### config.mk
export PLATFORM = sky130hd
export DESIGN_NAME = lc3b_regfile_cc
export DESIGN_NICKNAME = d
export VERILOG_FILES = /design/src/rtl/lc3b_regfile_cc.sv
export SDC_FILE = /design/constraint.sdc
export NUM_CORES = 1
export LEC_CHECK = 0
export ABC_CLOCK_PERIOD_IN_PS = 1500
export CORE_MARGIN = 2
export CORE_UTILIZATION = 35
export DETAILED_ROUTE_END_ITERATION = 8
export PLACE_DENSITY = 0.6
export SYNTH_ARGS = -nofsm -noshare
export SYNTH_HDL_FRONTEND = slang
export SYNTH_SLANG_ARGS = --single-unit
### constraint.sdc
create_clock -name clk -period 1.5 [get_ports clk]
set_clock_uncertainty 0.15 [all_clocks]
set_input_delay 0.225 -clock clk [delete_from_list [all_inputs] [get_ports clk]]
set_output_delay 0.225 -clock clk [all_outputs]
set_load 0.02 [all_outputs]
### src/rtl/lc3b_regfile_cc.sv
// Parametrised register file with shared NZP condition codes, optional second
// bank for context switches, combinational reads with optional write bypass.
module lc3b_regfile_cc #(
    parameter int DATA_W    = 16,
    parameter int NUM_REGS  = 8,
    parameter int ADDR_W    = 3,
    parameter int NUM_RD    = 2,
    parameter int NUM_BANKS = 1,
    parameter int BYPASS    = 1
) (
    input  logic                         clk,
    input  logic                         reset,
    input  logic                         wr_en,
    input  logic [ADDR_W-1:0]            wr_addr,
    input  logic [DATA_W-1:0]            wr_data,
    input  logic                         wr_byte,
    input  logic                         cc_en,
    input  logic                         clr,
    input  logic                         bank_swap,
    input  logic [NUM_RD*ADDR_W-1:0]     rd_addr,
    output logic [NUM_RD*DATA_W-1:0]     rd_data,
    output logic                         n,
    output logic                         z,
    output logic                         p,
    output logic                         bank,
    output logic [NUM_REGS*DATA_W-1:0]   dump
);

    logic [DATA_W-1:0] wv;
    logic              wr_fire;
    logic              bank_q, bank_d;
    logic [2:0]        cc_q, cc_d;          // {n, z, p}

    logic [NUM_REGS-1:0][DATA_W-1:0] bank_img [NUM_BANKS];
    logic [NUM_REGS-1:0][DATA_W-1:0] active_img;

    assign wv      = wr_byte ? {{(DATA_W-8){wr_data[7]}}, wr_data[7:0]} : wr_data;
    assign wr_fire = wr_en && ({1'b0, wr_addr} < (ADDR_W+1)'(NUM_REGS));

    // Storage: each bank only updates while it is the active one, so a
    // same-cycle swap still sees the pre-swap bank for clr and writes.
    generate
        for (genvar gi = 0; gi < NUM_BANKS; gi++) begin : g_bank
            for (genvar gj = 0; gj < NUM_REGS; gj++) begin : g_reg
                logic [DATA_W-1:0] r_q;
                always_ff @(posedge clk or negedge reset) begin
                    if (!reset) begin
                        r_q <= '0;
                    end else if (bank_q == 1'(gi)) begin
                        if (clr) begin
                            r_q <= '0;
                        end else if (wr_fire && (wr_addr == ADDR_W'(gj))) begin
                            r_q <= wv;
                        end
                    end
                end
                assign bank_img[gi][gj] = r_q;
            end
        end
    endgenerate

    always_comb begin
        cc_d = cc_q;
        if (clr) begin
            cc_d = 3'b010;
        end else if (wr_fire && cc_en) begin
            if (wv[DATA_W-1])     cc_d = 3'b100;
            else if (wv == '0)    cc_d = 3'b010;
            else                  cc_d = 3'b001;
        end
        bank_d = bank_q;
        if ((NUM_BANKS == 2) && bank_swap) bank_d = ~bank_q;
    end

    always_ff @(posedge clk or negedge reset) begin
        if (!reset) begin
            cc_q   <= 3'b010;
            bank_q <= 1'b0;
        end else begin
            cc_q   <= cc_d;
            bank_q <= bank_d;
        end
    end

    always_comb begin
        active_img = bank_img[0];
        for (int b = 1; b < NUM_BANKS; b++) begin
            if (bank_q == 1'(b)) active_img = bank_img[b];
        end
    end

    // Read ports: out-of-range addresses fall through to zero.
    generate
        for (genvar gi = 0; gi < NUM_RD; gi++) begin : g_rd
            logic [ADDR_W-1:0] ra;
            logic [DATA_W-1:0] val;
            assign ra = rd_addr[gi*ADDR_W +: ADDR_W];
            always_comb begin
                val = '0;
                for (int r = 0; r < NUM_REGS; r++) begin
                    if (ra == ADDR_W'(r)) val = active_img[r];
                end
                if ((BYPASS != 0) && reset && wr_fire && !clr && (ra == wr_addr)) val = wv;
            end
            assign rd_data[gi*DATA_W +: DATA_W] = val;
        end
        for (genvar gi = 0; gi < NUM_REGS; gi++) begin : g_dump
            assign dump[gi*DATA_W +: DATA_W] = active_img[gi];
        end
    endgenerate

    assign n    = cc_q[2];
    assign z    = cc_q[1];
    assign p    = cc_q[0];
    assign bank = bank_q;

endmodule
### Word-level counts from Yosys, hierarchy flattened

Cells that the tools add are included.
Widths: inputs -> output; s select.

* eq/ne operators: 23
* muxes and demuxes: 39
* reductions and logical operators: 27

Operator list (number)
* $mux 16: 35
* $eq 3x3->1 const B: 12
* $eq 3x2->1 const B: 6
* $reduce_bool 2->1: 9
* $logic_not 16->1: 1
* $logic_and 1x1->1: 13
* $eq 3x1->1 const B: 3
* $logic_not 3->1: 3
* $mux 3: 3
* $eq 3x3->1: 2
* $mux 2: 1
* $logic_not 1->1: 1

* bits in registers: 131
* bits of input ports: 32
* output and inout port bits: 164
* logic and storage cells: 98

### Logic depth before layout (Yosys ltp)

* depth after elaboration: 10
* mapped depth: 7
* depth with buffers taken out: 4

### Worst setup path before layout

No wires, ideal clock.

* path kind: input to output
* start: input clr
* end: output rd_data[14]
* data arrival time: 1493 ps
* data required time: 1125 ps
* setup slack: -368 ps
* stages on the path: 6
* path buffers: 3
* cells stage by stage: buf_2 > and3b_1 > and4_4 > buf_6 > buf_6 > mux2i_1

* cells in the longest elaborated chain, start to end: 4

RTL lines
* start, declared: line 18 `input logic clr,`
* $logic_not 1->1: line 103 `if ((BYPASS != 0) && reset && wr_fire && !clr && (ra == wr_addr)) val = wv;`
* $logic_and 1x1->1 (2 in series): line 103
* $mux 16: line 103
* end, declared: line 21 `output logic [NUM_RD*DATA_W-1:0] rd_data,`

Every way passes these cells.

### Worst setup path in the final report

* start: register g_bank[0].g_reg[3].r_q[8]
* end: output rd_data[24]

* cells in the longest elaborated chain, start to end: 6

RTL lines
* start, declared: line 45 `logic [DATA_W-1:0] r_q;`
* start signal, assigned: line 53 `r_q <= wv;`
* $mux 16 (5 in series): line 101 `if (ra == ADDR_W'(r)) val = active_img[r];`
* $mux 16: line 103

Every way passes these cells.

==> results <==
- The number of distinct library cells after synthesis is 56.
- The worst register-to-register path has a setup slack of 0.25 ns.
- The maximum ir drop on the vdd rail is 0.648 mV.
- The most common cell after layout, fill and taps aside is sky130_fd_sc_hd__buf_6.
- The number of remaining DRC errors is 0.
- The total I/O pin count is 196.
- The total routing resource utilization after global routing is 29.8%.
- After detailed routing, the number of vias per cell comes to 5.55.
- The total congestion overflow is 0.
- Subtracting the final worst setup slack from the clock period gives 2.25 ns.
- The endpoint of the worst-slack reg-to-reg timing path is g_bank[0].g_reg[3].r_q[13].
- The most used flip-flop cell after synthesis is sky130_fd_sc_hd__dfrtp_1.
- Leaving out fill and tap cells, the most frequent cells in the layout are 249 x sky130_fd_sc_hd__buf_6, 207 x sky130_fd_sc_hd__buf_4, 152 x sky130_fd_sc_hd__nand2_1.
- The tree is rooted in a sky130_fd_sc_hd__clkbuf_16.
- The launching point of the worst reg2reg path is g_bank[0].g_reg[3].r_q[13].
- The total area inside the core boundary comes to 23,500 µm².
- Once the floorplan was initialized, standard cells occupied 35.6% of the core.
- During synthesis, Yosys emitted a total of 0 warnings.
- Dividing the detail-routed wire length by the instance count gives 21.8 µm.
- Counting flops with a built-in enable in the synthesized netlist gives 0.
- The TritonCTS clock tree is done.
- For this run, the top clock speed supported by timing is 445 MHz.
- The number of hold-slack violations in the final timing report is 11.
- The floorplan step defined a die boundary enclosing 25,200 µm².
- The class of the tightest hold or removal check is primary input to async pin.
- The worst path setup slack after routing is -0.747 ns.
- STA classifies the critical path startpoint as a register.
- The synthesized area is 8370 µm².
- The number of levels the H-tree was split into is 4.
- The detailed-routing iteration count for the pre-antenna-repair pass is 6.
- Cells fill 62.3% of the core in the end.
- The global placement routability congestion is 0.930.
- In this run the remaining antenna-violating nets after routing total 0.
- The number of vias after detailed routing is 9,610.
- The first global-routing pass estimated 55,400 µm of wire.
- The TritonCTS buffer count is 17.
- Setup repair after global routing could not meet its margin everywhere.
- From left edge to right edge, the die measures 159 µm.
- The transition time of the tightest slew-check pin is 0.963 ns.
- In this run the worst path has a maximum fanout of 2.
- The die is 159 µm tall.
- The number of failing setup endpoints in the final timing report is 51.
- The worst setup path is captured at an output pin.
- Prior to clock tree synthesis, the placed netlist has a worst setup slack of -1.30 ns.
- The number of instances in the synthesized netlist is 942.
- The layout has 1,960 filler cells.
- The total leakage power is 6.53 nW.
- The max-slew headroom at the worst pin is 35.6%.
- The detailed-route wire length is 37,800 µm.
- The final max-slew violation count came to 0.
- The final clock period utilization by the worst path is 150%.
- Summing the sequential cell areas from Yosys gives 39.2% of the chip area.
- The first routing iteration left 986 violations.
- After floorplanning, the core was divided into 56 placement rows.
- The via count of the first global-routing pass is 9,221.
- The number of port buffers is 193.
- The areal power density over the cells is 733 nW/µm².
- The total nets after synthesis is 974.
- The first element of the critical path is g_bank[0].g_reg[3].r_q[8].
- Measured in cells, the most critical reg-to-reg path has a length of 5.
- The classification of the worst setup path is register to output pin.
- The initial antenna violation count is 1.
- The layout overhead on the synthesized area is 74.7%.
- The clock slew at the register clock pins of the worst setup and hold paths is 0.06 ns.
- The smallest hold slack is -0.0132 ns.
- The final net count is 1,431.
- The fraction of final layout cells with drive strength greater than 1 is 49.6%.
- Counting every sink on the clock net gives 131.
- For this run, asynchronously set or reset flops after synthesis account for 100%.
- The mean post-synth cell area is 8.88 µm².
- The maximum number of buffers from clock root to sink is 2.
- The data required time of the critical path is 1.12 ns.
- The checks that failed: hold timing, setup timing.
- The count of max-cap constraint violations is 0.
- The detailed-placement wirelength estimate is 27,600 µm.
- The clock network latency to the later pin of the worst-skew pair is 0.42 ns.
- For the worst setup path, the data arrival time is 1.87 ns.
- Entering global routing, the biggest net connects 76 pins.
- The flow ran to the end, but the final reports show violations.
- Power comes to 10.7 mW.
- Counting flops and latches in the post-synthesis netlist gives 131.
[metrics by stage]
step	instance area, µm²	TNS, ns	hold slack (ns)	std cells
after floorplan	8650	-3.70	-0.221	942
after global placement	12800	-111.20	0.125	1651
after detailed placement	12800	-114.97	0.131	1651
after CTS	14000	-20.76	0.00137	1719
after global routing	14600	-25.97	0.0426	1730
final	14600	-20.79	-0.0132	1731
[cell type report]
type | instances | area [µm²] | area share (%)
diodes | 1 | 2.50 | 0.0171
well taps | 319 | 399 | 2.73
repair buffers | 528 | 5190 | 35.5
multi-input cells | 714 | 5110 | 35.0
clock buffers | 25 | 475 | 3.25
flip-flops and latches | 131 | 3300 | 22.6
inverters | 7 | 31.3 | 0.214
clock inverters | 6 | 105 | 0.719
[worst max-delay path: stages, from the launching register on]
cell and delay, ns:
sky130_fd_sc_hd__dfrtp_2 0.41, sky130_fd_sc_hd__mux4_2 0.48, sky130_fd_sc_hd__and2_4 0.15, sky130_fd_sc_hd__a211oi_2 0.17
sky130_fd_sc_hd__a21oi_2 0.08, sky130_fd_sc_hd__buf_4 0.16
[cell usage after synthesis (4+ instances only)]
| master | number | share of area [%] |
|---|---|---|
| sky130_fd_sc_hd__buf_2 | 31 | 1.9 |
| sky130_fd_sc_hd__a22oi_1 | 13 | 1.2 |
| sky130_fd_sc_hd__mux2i_1 | 55 | 6.6 |
| sky130_fd_sc_hd__buf_4 | 16 | 1.4 |
| sky130_fd_sc_hd__nor2_1 | 110 | 4.9 |
| sky130_fd_sc_hd__inv_1 | 5 | 0.22 |
| sky130_fd_sc_hd__o22ai_1 | 23 | 1.7 |
| sky130_fd_sc_hd__nand3_1 | 9 | 0.54 |
| sky130_fd_sc_hd__nand2b_1 | 4 | 0.30 |
| sky130_fd_sc_hd__nor2b_1 | 10 | 0.75 |
| sky130_fd_sc_hd__o21ai_0 | 50 | 3.0 |
| sky130_fd_sc_hd__a21oi_2 | 6 | 0.63 |
| sky130_fd_sc_hd__mux4_2 | 22 | 5.9 |
| sky130_fd_sc_hd__nor3b_1 | 11 | 0.99 |
| sky130_fd_sc_hd__nand2_1 | 153 | 6.9 |
| sky130_fd_sc_hd__nor2_4 | 6 | 0.81 |
| sky130_fd_sc_hd__o211ai_1 | 5 | 0.45 |
| sky130_fd_sc_hd__dfrtp_1 | 130 | 39 |
| sky130_fd_sc_hd__a21oi_1 | 91 | 5.4 |
| sky130_fd_sc_hd__nor3_1 | 6 | 0.36 |
| sky130_fd_sc_hd__o21ai_1 | 18 | 1.1 |
| sky130_fd_sc_hd__buf_6 | 13 | 1.7 |
| sky130_fd_sc_hd__xnor2_1 | 6 | 0.63 |
| sky130_fd_sc_hd__a211oi_1 | 64 | 5.7 |
| sky130_fd_sc_hd__clkbuf_1 | 26 | 1.2 |
[power by group]
part           switching [mW]  leakage [nW]  internal [mW]
clock                    1.57         0.285           2.69
sequential             0.0981          1.78           3.64
combinational            1.46          4.47           1.27
total                    3.13          6.53           7.59
[timing repair]
action | CTS | global route
setup endpoints to repair | 294 | 173
resized for setup | 997 | 185
endpoints found under the hold margin | 20 | 20
hold buffers | 1 | 1
pin swaps | 45 | 39
setup buffers | 50 | 45
cloned | 3 | 0
[routing by layer]
layer | up-vias | part of all wire [%] | track usage (%)
met5 | - | 0 | 0
met4 | 0 | 2.9 | 10.3
met3 | 77 | 10 | 7.51
met2 | 542 | 44 | 43.0
met1 | 4669 | 43 | 43.2
li1 | 4322 | - | -
[how the worst max path moves through the flow]
| stage | endpoint | cells after the start |
|---|---|---|
| after detailed placement | rd_data[0] | 8 |
| after global routing | rd_data[24] | 5 |
| after floorplan | rd_data[14] | 6 |
| after CTS | rd_data[24] | 5 |
| after global placement | rd_data[0] | 7 |
| final | rd_data[24] | 5 |
[flip-flops by register name (all words and copies together) (netlist names)]
name / flops
g_bank.g.r_q: 128
cc_q: 3
[cells by family after synthesis]
kind of cell | synth area share (%)
AND/OR/NAND/NOR | 18.1
AO/OA/AOI/OAI | 21.5
flip-flops | 39.2
buffers and inverters | 7.01
multiplexers | 13.5
XOR/XNOR | 0.628
other | 0.0448
No activity file was read; power rests on OpenSTA's default activity.
